==> src/rtl/cpu_pkg.sv <==
// cpu_pkg: fetch state encoding and instruction constants shared by the fetch path
package cpu_pkg;
  typedef enum logic [1:0] {FETCH, HALT_PEND, HALTED} state_t;
  localparam logic [10:0] HALT_OPCODE = 11'h7FF;
  localparam logic [31:0] NOP = 32'hD503201F;
endpackage

==> src/rtl/fetch_fifo.sv <==
// fetch_fifo: flushable circular queue; a push while full is taken only alongside a pop
module fetch_fifo #(
  parameter int W = 32,
  parameter int DEPTH = 4
) (
  input  logic                         clk,
  input  logic                         rst_n,
  input  logic                         flush,
  input  logic                         push,
  input  logic [W-1:0]                 wdata,
  input  logic                         pop,
  output logic [W-1:0]                 rdata,
  output logic                         full,
  output logic                         empty,
  output logic [$clog2(DEPTH+1)-1:0]   count
);
  localparam int AW = $clog2(DEPTH);
  localparam int CW = $clog2(DEPTH+1);
  logic [W-1:0] mem [DEPTH];
  logic [AW-1:0] wr, rd;
  logic do_push, do_pop;
  assign empty = count == '0;
  assign full = count == CW'(DEPTH);
  assign do_pop = pop && !empty;
  assign do_push = push && (!full || do_pop);
  assign rdata = mem[rd];
  always_ff @(posedge clk)
    if (do_push) mem[wr] <= wdata;
  always_ff @(posedge clk or negedge rst_n)
    if (!rst_n) begin
      wr <= '0;
      rd <= '0;
      count <= '0;
    end else if (flush) begin
      wr <= '0;
      rd <= '0;
      count <= '0;
    end else begin
      wr <= wr + AW'(do_push);
      rd <= rd + AW'(do_pop);
      count <= count + CW'(do_push) - CW'(do_pop);
    end
endmodule

==> src/rtl/fetch_unit.sv <==
// fetch_unit: credit-limited in-order instruction prefetcher with redirect and HALT handling
// Optional FETCH_STATS_EN adds saturating fetch_count/flush_count outputs.
module fetch_unit
  import cpu_pkg::*;
#(
  parameter int              PC_W     = 64,
  parameter int              INSTR_W  = 32,
  parameter int              DEPTH    = 4,
  parameter logic [PC_W-1:0] RESET_PC = '0
) (
  input  logic               clk,
  input  logic               rst_n,
  output logic               imem_req_valid,
  input  logic               imem_req_ready,
  output logic [PC_W-1:0]    imem_req_addr,
  input  logic               imem_rsp_valid,
  input  logic [INSTR_W-1:0] imem_rsp_data,
  output logic               instr_valid,
  input  logic               instr_ready,
  output logic [INSTR_W-1:0] instr_data,
  output logic [PC_W-1:0]    instr_pc,
  input  logic               redirect_valid,
  input  logic [PC_W-1:0]    redirect_pc,
  output logic               halted
`ifdef FETCH_STATS_EN
  ,
  output logic [31:0]        fetch_count,
  output logic [15:0]        flush_count
`endif
);
  localparam int CW = $clog2(DEPTH+1);
  state_t state;
  logic run, fire, push, pop, halt_push, full, empty;
  logic [PC_W-1:0] pc, push_pc;
  logic [CW-1:0] outstanding, discard, count;
  logic [PC_W+INSTR_W-1:0] head;
  logic unused_ok;
  assign unused_ok = ^{redirect_pc[1:0], full};
  assign imem_req_valid = run && state == FETCH && !redirect_valid &&
                          ({1'b0, outstanding} + {1'b0, count}) < (CW+1)'(DEPTH);
  assign imem_req_addr = pc;
  assign fire = imem_req_valid && imem_req_ready;
  assign push = imem_rsp_valid && discard == '0 && state == FETCH && !redirect_valid;
  assign pop = instr_valid && instr_ready && !redirect_valid;
  assign halt_push = push && imem_rsp_data[31:21] == HALT_OPCODE;
  // with nothing left to discard, every in-flight request is sequential from pc
  assign push_pc = pc - (PC_W'(outstanding) << 2);
  assign instr_valid = !empty;
  assign {instr_pc, instr_data} = empty ? '0 : head;
  assign halted = state == HALTED;
  fetch_fifo #(.W(PC_W + INSTR_W), .DEPTH(DEPTH)) u_fifo (
    .clk(clk),
    .rst_n(rst_n),
    .flush(redirect_valid),
    .push(push),
    .wdata({push_pc, imem_rsp_data}),
    .pop(pop),
    .rdata(head),
    .full(full),
    .empty(empty),
    .count(count)
  );
  always_ff @(posedge clk or negedge rst_n)
    if (!rst_n) begin
      state <= FETCH;
      run <= 1'b0;
      pc <= RESET_PC;
      outstanding <= '0;
      discard <= '0;
    end else begin
      run <= 1'b1;
      outstanding <= outstanding + CW'(fire) - CW'(imem_rsp_valid);
      if (redirect_valid) begin
        state <= FETCH;
        pc <= {redirect_pc[PC_W-1:2], 2'b00};
        discard <= outstanding - CW'(imem_rsp_valid);
      end else begin
        if (fire) pc <= pc + PC_W'(4);
        if (imem_rsp_valid && discard != '0) discard <= discard - CW'(1);
        if (halt_push) state <= HALT_PEND;
        else if (state == HALT_PEND && pop && instr_data[31:21] == HALT_OPCODE) state <= HALTED;
      end
    end
`ifdef FETCH_STATS_EN
  always_ff @(posedge clk or negedge rst_n)
    if (!rst_n) begin
      fetch_count <= '0;
      flush_count <= '0;
    end else begin
      if (pop && ~&fetch_count) fetch_count <= fetch_count + 32'd1;
      if (redirect_valid && ~&flush_count) flush_count <= flush_count + 16'd1;
    end
`endif
endmodule

==> config.mk <==
export PLATFORM = sky130hd
export DESIGN_NAME = fetch_unit
export DESIGN_NICKNAME = d
export VERILOG_FILES = /design/src/rtl/cpu_pkg.sv /design/src/rtl/fetch_fifo.sv /design/src/rtl/fetch_unit.sv
export SDC_FILE = /design/constraint.sdc
export NUM_CORES = 1
export LEC_CHECK = 0
export BUFFER_PORTS_ARGS = -buffer_cell sky130_fd_sc_hd__buf_4
export CAP_MARGIN = 15
export CORE_MARGIN = 4
export CORE_UTILIZATION = 58
export DETAILED_ROUTE_END_ITERATION = 16
export HOLD_SLACK_MARGIN = 0.15
export PLACE_DENSITY = 0.8
export SLEW_MARGIN = 20
export SYNTH_ARGS = -nofsm -noshare
export SYNTH_HDL_FRONTEND = slang
export SYNTH_SLANG_ARGS = --single-unit
==> constraint.sdc <==
create_clock -name clk -period 10.3 [get_ports clk]
set_input_delay 1.545 -clock clk [delete_from_list [all_inputs] [get_ports clk]]
set_output_delay 1.545 -clock clk [all_outputs]
set_load 0.1 [all_outputs]
==> results of run 1 <==
## worst min-delay path: cells and delay by family (launching register included)
| family | cells | cell delay [ns] |
|---|---|---|
| AND/OR/NAND/NOR | 2 | 0.17 |
| flip-flops | 1 | 0.38 |
## area by class of cell
type                            count  area [µm²]
Clock buffer                       69        1370
Clock inverter                     16         155
Fill cell                        2252       10500
Inverter                           24        90.1
Multi-Input combinational cell    806        6810
Sequential cell                   454       13300
Tap cell                          455         569
Timing Repair Buffer              273        2050
## sequential cells by signal (all words and copies together) (netlist names)
name,cells
run,1
u_fifo.count,3
u_fifo.wr,2
state,2
u_fifo.rd,2
discard,3
imem_req_addr,62
u_fifo.mem,376
outstanding,3
## worst max-delay path by stage
stage / startpoint / endpoint / slack [ns]
final: redirect_valid / u_fifo.mem[2][39] / 5.54
after global routing: redirect_valid / u_fifo.mem[2][1] / 5.30
after CTS: u_fifo.rd[0] / instr_pc[17] / 5.47
after detailed placement: redirect_valid / u_fifo.mem[2][63] / 5.01
after global placement: redirect_valid / u_fifo.mem[2][71] / 5.11
after floorplan: redirect_valid / u_fifo.mem[0][0] / 0.47
## synthesized netlist by cell type (all sizes together) (7+ instances only)
master / number
buf: 46
dfrtp: 78
xor2: 43
ha: 16
or4: 17
nor3: 35
nor4: 29
nand3: 62
and3: 14
o21ai: 33
o211ai: 29
and2: 95
a21oi: 16
edfxtp: 376
a31oi: 9
inv: 24
or3: 13
mux4: 94
xnor2: 26
nor2: 50
nand4: 48
clkbuf: 63
o311ai: 14
nand2: 89
a221o: 7
## power by group through the flow
stage | clock (mW) | sequential [mW] | combinational [mW]
finish | 1.67 | 2.29 | 2.41
global route | 1.77 | 2.30 | 2.51
CTS | 1.69 | 2.29 | 2.42
detailed placement | 0 | 2.32 | 2.41
global placement | 0 | 2.31 | 2.38
floorplan | 0 | 2.48 | 1.71
## logic make-up (layout without fill, tap and decap cells)
kind of cell,count (synthesis),after routing
other,2,5
XOR/XNOR,69,69
AND/OR/NAND/NOR,478,478
flip-flops,454,454
AO/OA/AOI/OAI,135,135
buffers and inverters,133,382
adder cells (fa/ha/maj),19,19
multiplexers,100,100
## per-layer routing
layer	up-vias	wire, µm	track usage [%]
met3	136	4310	4.41
met2	726	25400	42.6
met5	-	0	0
met4	0	1880	9.52
li1	5811	-	-
met1	6802	20200	36.6
==> flow_metrics.tcl, run 1 <==
set metrics [dict create \
    synth-main-ff-cell "edfxtp_1" \
    layout.nets 1726 \
    grt_overflow 0 \
    p_int_mw 3.68 \
    dieArea_um2 38600 \
    tns_ns 0 \
    hpwl_um 32000 \
    slew_violations 0 \
    rr_startpoint "imem_req_addr[2]" \
    pre_cts_ws_ns 5.01 \
    rr_worst_depth 9 \
    start_util_pct 59.2 \
    dpl_cell_area_um2 22800 \
    yosys_warnings 0 \
    worst-endpoint-arrival_ns 4.92 \
    finalCoreUtilization_pct 69.8 \
    dp.cells 2012 \
    synth_edf_count 376 \
    synth_mux_area_share_pct 10.6 \
    hold_violations 0 \
    required_ns 10.46 \
    fin_skew_ns 0.0152 \
    syn_area_um2 20600 \
    leakage_nw 8.71 \
    postLayoutSetupSlackWorst_ns 5.54 \
    h-tree-depth 2 \
    min_to "state[0]" \
    path_cells "buf_4, nor3_1, nand4b_1, a31oi_1, and3b_4, buf_4" \
    gp_congestion 0.860 \
    clk_latency_ns 0.55 \
    first_pass_iters 5 \
    grt_max_degree 85 \
    min-delay-path-class "flip-flop to flip-flop" \
    post_cts_buffers 0 \
    drive_above_1_share_pct 28.9 \
    via_per_inst 6.43 \
    netlist_top_cells_area "edfxtp_1 55%, mux4_2 10%, dfrtp_1 9.5%" \
    post_cts_resized 0 \
    finalSetupViolCount 0 \
    instances_no_fill 2097 \
    critPathKind "input port to flip-flop" \
    holdBufCountCts 0 \
    fmax_mhz 210 \
    async_reset_ff_share_pct 17.2 \
    seq_area_frac_synth_pct 64.3 \
    post-route-drc-count 0 \
    syn_area_per_cell_um2 14.8 \
    relSlewSlack_pct 22.2 \
    pwr_density_cell_nw_per_um2 262 \
    synth_top_cell_area_share_pct 54.8 \
    synth-compound-area-share_pct 4.53 \
    reg2reg_setup_slack_ns 6.56 \
    p_total_mw 6.37 \
    fin_crit_ns 4.76 \
    path_depth 6 \
    synth_fa_ha_area_share_pct 1.26 \
    grt_pass1_wl_um 78700 \
    io_pins 265 \
    yosysUniqueCellTypes 68 \
    critical_path.most_common_cell "buf_4" \
    worstPathMaxFanout 84 \
    hold_depth 2 \
    yosys_register_bits 454 \
    cts_tree "done" \
    cp-start-kind "input port" \
    outcome "completed" \
    fp-row-count 68 \
    cts_buffer_depth 3 \
    synth_top_family_by_area "simple AND/OR/NAND/NOR gates" \
    hp-start "state[0]" \
    layout_common_cells "376 x edfxtp_1, 272 x buf_4, 95 x and2_1, 94 x mux4_2, 89 x nand2_1" \
    io_buffers 258 \
    post-route-period-util_pct 46.2 \
    p_sw_share_pct 42.2 \
    antenna_cells 0 \
    ant_nets 0 \
    seq_power_share_pct 35.9 \
    die_x_um 196 \
    combinationalPowerShare_pct 37.8 \
    coreArea_um2 34800 \
    pwr-share-clk_pct 26.2 \
    slowest_delay_ns 0.81 \
    max-cap-violations 0 \
    max-vdd-ir-drop_uv 253 \
    crit_path_top_delay_cell "and3b_4" \
    drt-total-wl_um 51700 \
    whs_ns 0.584 \
    grt_pass1_vias 13500 \
    clkTransAtPathRegs_ns 0.06 \
    antenna_found_initial 0 \
    p_switching_mw 2.69 \
    wl_per_cell_um 24.7 \
    die_h_um 196 \
    yosysTopAreaCell "edfxtp_1" \
    clock-sinks 454 \
    syn-instance-count 1390 \
    synthXorXnorAreaFrac_pct 2.93 \
    r2r-end "u_fifo.mem[2][60]" \
    vias 13500 \
    grt_usage_pct 26.3 \
    area_growth_pct 18.0 \
    cp_top_family "simple AND/OR/NAND/NOR gates" \
    yosys.area_share.simple_pct 13.5 \
    crit_buf_inv 2 \
    layout_commonest_cell "edfxtp_1" \
    drt_iter0_drc 1383 \
    critPathCaptureType "flip-flop" \
    worst_pin_slew_ns 1.16 \
    fin_area_um2 24300 \
    rsz0062_at_grt "false" \
    cts_buffers 46 \
    cts-root-buf "clkbuf_16" \
]
(Power assumes the default switching activity.)
==> run 2: changes to the inputs <==
--- a/config.mk
+++ b/config.mk
@@ -5,13 +5,14 @@
 export SDC_FILE = /design/constraint.sdc
 export NUM_CORES = 1
 export LEC_CHECK = 0
+export ABC_AREA = 1
 export BUFFER_PORTS_ARGS = -buffer_cell sky130_fd_sc_hd__buf_4
 export CAP_MARGIN = 15
 export CORE_MARGIN = 4
-export CORE_UTILIZATION = 58
+export CORE_UTILIZATION = 53
 export DETAILED_ROUTE_END_ITERATION = 16
 export HOLD_SLACK_MARGIN = 0.15
-export PLACE_DENSITY = 0.8
+export PLACE_DENSITY = 0.77
 export SLEW_MARGIN = 20
 export SYNTH_ARGS = -nofsm -noshare
 export SYNTH_HDL_FRONTEND = slang
==> constraint.sdc (replaced) <==
create_clock -name clk -period 4.3 [get_ports clk]
set_input_delay 0.645 -clock clk [delete_from_list [all_inputs] [get_ports clk]]
set_output_delay 0.645 -clock clk [all_outputs]
set_load 0.1 [all_outputs]
==> flow_metrics.tcl, run 2 <==
set metrics [dict create \
    critPathKind "flip-flop to output port" \
    hpwl_um 43700 \
    relSlewSlack_pct 43.8 \
    pwr_density_cell_nw_per_um2 678 \
    yosys_warnings 0 \
    syn_area_per_cell_um2 9.19 \
    antenna_cells 0 \
    first_pass_iters 6 \
    yosys_register_bits 454 \
    coreArea_um2 41100 \
    max-vdd-ir-drop_uv 550 \
    die_h_um 213 \
    hold_violations 0 \
    antenna_found_initial 0 \
    drt-total-wl_um 63600 \
    fin_crit_ns 3.46 \
    crit_path_top_delay_cell "buf_4" \
    grt_pass1_wl_um 95900 \
    h-tree-depth 2 \
    fmax_mhz 289 \
    gp_congestion 0.925 \
    io_buffers 258 \
    clk_latency_ns 0.60 \
    critPathCaptureType "output port" \
    rsz0062_at_grt "false" \
    post-route-period-util_pct 80.5 \
    synthTopCellsByCount "604 x nor2_1, 496 x nand2_1, 376 x edfxtp_1" \
    dieArea_um2 45200 \
    synth_edf_count 376 \
    synth-main-ff-cell "edfxtp_1" \
    p_total_mw 17.7 \
    seq_area_frac_synth_pct 59.7 \
    io_pins 265 \
    top_layer "met4" \
    yosys.area_share.simple_pct 23.3 \
    cp-start-kind "flip-flop" \
    die_x_um 213 \
    largest_reg_flops 376 \
    syn-instance-count 2414 \
    slew_violations 0 \
    required_ns 3.65 \
    grt_overflow 0 \
    wl_met2_um 30200 \
    synthXorXnorAreaFrac_pct 3.39 \
    post_cts_buffers 0 \
    finalSetupViolCount 0 \
    grt_max_degree 95 \
    fin_area_um2 26100 \
    wl_per_cell_um 19.9 \
    via_per_inst 5.54 \
    fin_skew_ns 0.0364 \
    netlist_top_cells_area "edfxtp_1 51%, nor2_1 10%, dfrtp_1 8.8%" \
    grt_usage_pct 27.7 \
    leakage_nw 10.2 \
    vias 17700 \
    post_cts_resized 0 \
    synth_fa_ha_area_share_pct 1.17 \
    drt_iter0_drc 1673 \
    area_growth_pct 17.7 \
    drt-met1-wl_um 26100 \
    max-cap-violations 0 \
    top_register "u_fifo.mem" \
    cts-root-buf "clkbuf_16" \
    post-route-drc-count 0 \
    clkTransAtPathRegs_ns 0.07 \
    yosysTopAreaCell "edfxtp_1" \
    cts_tree "done" \
    slowest_delay_ns 0.66 \
    clock-sinks 454 \
    cts_buffer_depth 3 \
    start_util_pct 54.0 \
    cts_buffers 48 \
    drive_above_1_share_pct 15.2 \
    synthMostInstantiatedCell "nor2_1" \
    dpl_cell_area_um2 24600 \
    path_cells "buf_4, buf_4, nor2_1, o21ai_0, a21oi_1, buf_4" \
    layout_commonest_cell "nor2_1" \
    async_reset_ff_share_pct 17.2 \
    synth_top_family_by_area "simple AND/OR/NAND/NOR gates" \
    layout.nets 2743 \
    syn_area_um2 22200 \
    layout_common_cells "604 x nor2_1, 496 x nand2_1, 376 x edfxtp_1, 274 x buf_4, 199 x o21ai_0" \
    holdBufCountCts 0 \
    min-delay-path-class "input port to asynchronous set/reset pin" \
    ant_nets 0 \
    worst-endpoint-arrival_ns 2.82 \
    grt_pass1_vias 16900 \
    dr_wl_met3_um 5170 \
    fp-row-count 74 \
    worstPathMaxFanout 53 \
    worst_pin_slew_ns 0.844 \
    outcome "completed" \
    yosysUniqueCellTypes 41 \
    critical_path.most_common_cell "buf_4" \
    synth_top_cell_area_share_pct 50.9 \
    synth-compound-area-share_pct 7.61 \
    synth_mux_area_share_pct 0 \
]
-- run 2: logic make-up (layout without fill, tap and decap cells) --
logic type	count (synthesis)	count (layout)
AO/OA/AOI/OAI	323	323
flip-flops	454	454
adder cells (fa/ha/maj)	19	19
AND/OR/NAND/NOR	1279	1279
buffers and inverters	251	494
XOR/XNOR	86	86
other	2	5
-- run 2: worst max-delay path, delay by kind of cell, from the launching register on --
kind                   cells  cell delay [ns]
flip-flops                 1             0.37
AO/OA/AOI/OAI              2             0.29
buffers and inverters      3             1.41
AND/OR/NAND/NOR            1             0.11
-- run 2: report_power, final --
| group | internal, mW | leakage [nW] | switching, mW | total, mW |
|---|---|---|---|---|
| Sequential | 5.17 | 4.35 | 0.420 | 5.59 |
| Combinational | 1.49 | 5.03 | 6.51 | 8.00 |
| Clock | 2.39 | 0.770 | 1.73 | 4.12 |
-- run 2: metrics by stage --
step	TNS, ns	util, %	hold WS [ns]	worst slack [ns]	instances
after floorplan	-396.10	-	0.349	-1.05	2417
after global placement	0	59.7	0.547	1.45	3104
after detailed placement	0	59.7	0.553	1.41	3104
after CTS	0	63.6	0.157	0.833	3192
after global routing	0	63.6	0.202	0.709	3192
final	0	63.6	0.141	0.837	3192
-- run 2: cell type report --
type / instances / area (µm²)
well taps: 532 / 666
repair buffers: 284 / 2260
multi-input cells: 1712 / 7930
inverters: 122 / 460
clock buffers: 56 / 1240
fillers: 3313 / 15000
flip-flops and latches: 454 / 13200
clock inverters: 32 / 328
-- run 2: path summary, 6_finish.rpt --
kind                                   from  cells after the start           endpoint  slack [ns]
setup / recovery               u_fifo.rd[1]                      6       instr_pc[63]        0.84
hold / removal                        rst_n                      1  imem_req_addr[51]        0.14
setup reg to reg           imem_req_addr[2]                     11  u_fifo.mem[1][88]        1.33
hold reg to reg                    state[1]                      2           state[1]        0.56
max in group asynchronous             rst_n                      2  imem_req_addr[16]        3.38
min in group clk             redirect_valid                      2       u_fifo.rd[0]        0.25
-- run 2: metal layers --
metal,vias to the layer above,track usage (%)
met3,110,4.60
met2,735,44.9
met5,-,0
met4,0,9.97
li1,8410,-
met1,8444,38.2
==> run 3: changes to the inputs <==
--- a/config.mk
+++ b/config.mk
@@ -9,10 +9,10 @@
 export BUFFER_PORTS_ARGS = -buffer_cell sky130_fd_sc_hd__buf_4
 export CAP_MARGIN = 15
 export CORE_MARGIN = 4
-export CORE_UTILIZATION = 53
+export CORE_UTILIZATION = 59
 export DETAILED_ROUTE_END_ITERATION = 16
 export HOLD_SLACK_MARGIN = 0.15
-export PLACE_DENSITY = 0.77
+export PLACE_DENSITY = 0.81
 export SLEW_MARGIN = 20
 export SYNTH_ARGS = -nofsm -noshare
 export SYNTH_HDL_FRONTEND = slang
==> constraint.sdc (replaced) <==
create_clock -name clk -period 3.6 [get_ports clk]
set_input_delay 0.54 -clock clk [delete_from_list [all_inputs] [get_ports clk]]
set_output_delay 0.54 -clock clk [all_outputs]
set_load 0.1 [all_outputs]
==> flow_metrics.tcl, run 3 (synthesis gave the netlist of run 2 again) <==
set metrics [dict create \
    max-cap-violations 0 \
    grt_pass1_wl_um 96300 \
    worstPathMaxFanout 93 \
    layout_common_cells "604 x nor2_1, 495 x nand2_1, 376 x edfxtp_1, 280 x buf_4, 199 x o21ai_0" \
    cts_tree "done" \
    finalSetupViolCount 0 \
    clock-sinks 454 \
    max-vdd-ir-drop_uv 678 \
    cp_top_family "buffers and inverters" \
    cts-root-buf "clkbuf_16" \
    crit_buf_inv 2 \
    grt_overflow 0 \
    rsz0062_at_grt "false" \
    fin_crit_ns 3.47 \
    p_sw_share_pct 49.2 \
    tns_ns 0 \
    postLayoutSetupSlackWorst_ns 0.128 \
    crit_path_top_delay_cell "dfrtp_4" \
    hpwl_um 42500 \
    pre_cts_ws_ns 0.779 \
    p_switching_mw 10.3 \
    leakage_nw 10.2 \
    pwr-share-clk_pct 21.7 \
    grt_max_degree 96 \
    outcome "completed" \
    p_total_mw 20.8 \
    min_to "u_fifo.mem[1][16]" \
    post_cts_buffers 0 \
    post_cts_resized 0 \
    fmax_mhz 288 \
    critical_path.most_common_cell "nor2_1" \
    dieArea_um2 40800 \
    drt_iter0_drc 1721 \
    seq_power_share_pct 32.1 \
    start_util_pct 60.2 \
    slew_violations 0 \
    largest_reg_flops 376 \
    first_pass_iters 5 \
    pwr_density_cell_nw_per_um2 796 \
    antenna_found_initial 0 \
    grt_usage_pct 30.0 \
    area_growth_pct 18.0 \
    relSlewSlack_pct 35.8 \
    fin_skew_ns 0.0106 \
    cp-start-kind "flip-flop" \
    fp-row-count 70 \
    rr_startpoint "imem_req_addr[2]" \
    worst_pin_slew_ns 0.963 \
    vias 18100 \
    io_pins 265 \
    min-delay-path-class "input port to flip-flop" \
    critPathKind "flip-flop to output port" \
    r2r-end "u_fifo.mem[1][86]" \
    top_register "u_fifo.mem" \
    combinationalPowerShare_pct 46.2 \
    layout.nets 2758 \
    hp-start "imem_rsp_data[16]" \
    critPathCaptureType "output port" \
    h-tree-depth 2 \
    die_h_um 202 \
    coreArea_um2 36900 \
    wl_per_cell_um 19.7 \
    hold_depth 1 \
    clkTransAtPathRegs_ns 0.06 \
    grt_pass1_vias 17400 \
    ant_nets 0 \
    reg2reg_setup_slack_ns 0.69 \
    cts_buffers 45 \
    worst-endpoint-arrival_ns 2.93 \
    die_x_um 202 \
    antenna_cells 0 \
    clk_latency_ns 0.57 \
    via_per_inst 5.69 \
    io_buffers 258 \
    drive_above_1_share_pct 15.8 \
    gp_congestion 1.01 \
    post-route-drc-count 0 \
    hold_violations 0 \
    rr_worst_depth 11 \
    p_int_mw 10.6 \
    required_ns 3.06 \
    slowest_delay_ns 0.74 \
    drt-total-wl_um 62600 \
    path_cells "buf_12, nor2_1, nor2_1, o21ai_0, a21oi_1, buf_4" \
    cts_buffer_depth 3 \
    layout_commonest_cell "nor2_1" \
    post-route-period-util_pct 96.5 \
]
-- run 3: cell count changes in the layout (fill, tap and decap cells not counted), moves of 3 or more --
cell and delta:
clkbuf_1 +7, clkinv_1 -8, inv_6 -5, a21oi_2 +12, buf_12 +3, a21oi_1 -12, buf_4 +6, dlygate4sd3_1 +9
-- run 3: power groups by stage --
stage | registers, mW | logic (mW) | clock network [mW]
CTS | 6.66 | 9.62 | 4.58
global placement | 6.75 | 9.46 | 0
global route | 6.71 | 10.1 | 4.81
finish | 6.68 | 9.63 | 4.53
detailed placement | 6.77 | 9.56 | 0
floorplan | 7.39 | 6.63 | 0
-- run 3: area by class of cell --
cell class,instances,area (µm²)
Sequential cell,454,13200
Fill cell,2656,10700
Multi-Input combinational cell,1712,7980
Timing Repair Buffer,302,2450
Clock buffer,60,1200
Tap cell,504,631
Inverter,122,462
Clock inverter,21,211
-- run 3: worst max path at each step --
stage                             end  depth (start not counted)  slack (ns)             start
floorplan              instr_data[12]                          6       -0.23   u_fifo.count[1]
global placement       instr_data[17]                          5        0.83      u_fifo.rd[0]
detailed placement  u_fifo.mem[3][86]                         11        0.78  imem_req_addr[2]
CTS                    instr_data[17]                          5        0.16      u_fifo.rd[0]
global route             instr_pc[33]                          6        0.02      u_fifo.rd[0]
finish                   instr_pc[33]                          6        0.13      u_fifo.rd[0]
-- run 3: worst register-to-register path, cell delays in order, from the launching register on --
cell and delay (ns):
dfrtp_1 0.44, inv_1 0.20, ha_1 0.18, inv_1 0.06
fa_1 0.39, nand2_1 0.10, nand2_1 0.10, nor2_2 0.22
nand2_2 0.14, inv_1 0.22, nand3_1 0.12, xor2_1 0.47
-- run 3: per-stage QoR --
| stage | hold WS, ns | instances | instance area, µm² | util, % |
|---|---|---|---|---|
| after floorplan | 0.244 | 2417 | 22300 | - |
| after global placement | 0.545 | 3085 | 24700 | 66.9 |
| after detailed placement | 0.570 | 3085 | 24700 | 66.9 |
| after CTS | 0.152 | 3175 | 26200 | 71.0 |
| after global routing | 0.155 | 3175 | 26200 | 71.0 |
| final | 0.177 | 3175 | 26200 | 71.0 |
-- run 3: layer usage --
| metal | vias to the layer above | part of all wire (%) | global-route usage (%) |
|---|---|---|---|
| met2 | 995 | 47 | 48.7 |
| met1 | 8490 | 39 | 42.5 |
| met4 | 0 | 3.1 | 9.03 |
| li1 | 8448 | - | - |
| met5 | - | 0 | 0 |
| met3 | 134 | 10 | 4.76 |
-- run 3: timing repair --
item | CTS | global route
hold buffers | 9 | 0
endpoints found under the hold margin | 65 | 0
setup endpoints to repair | 0 | 0
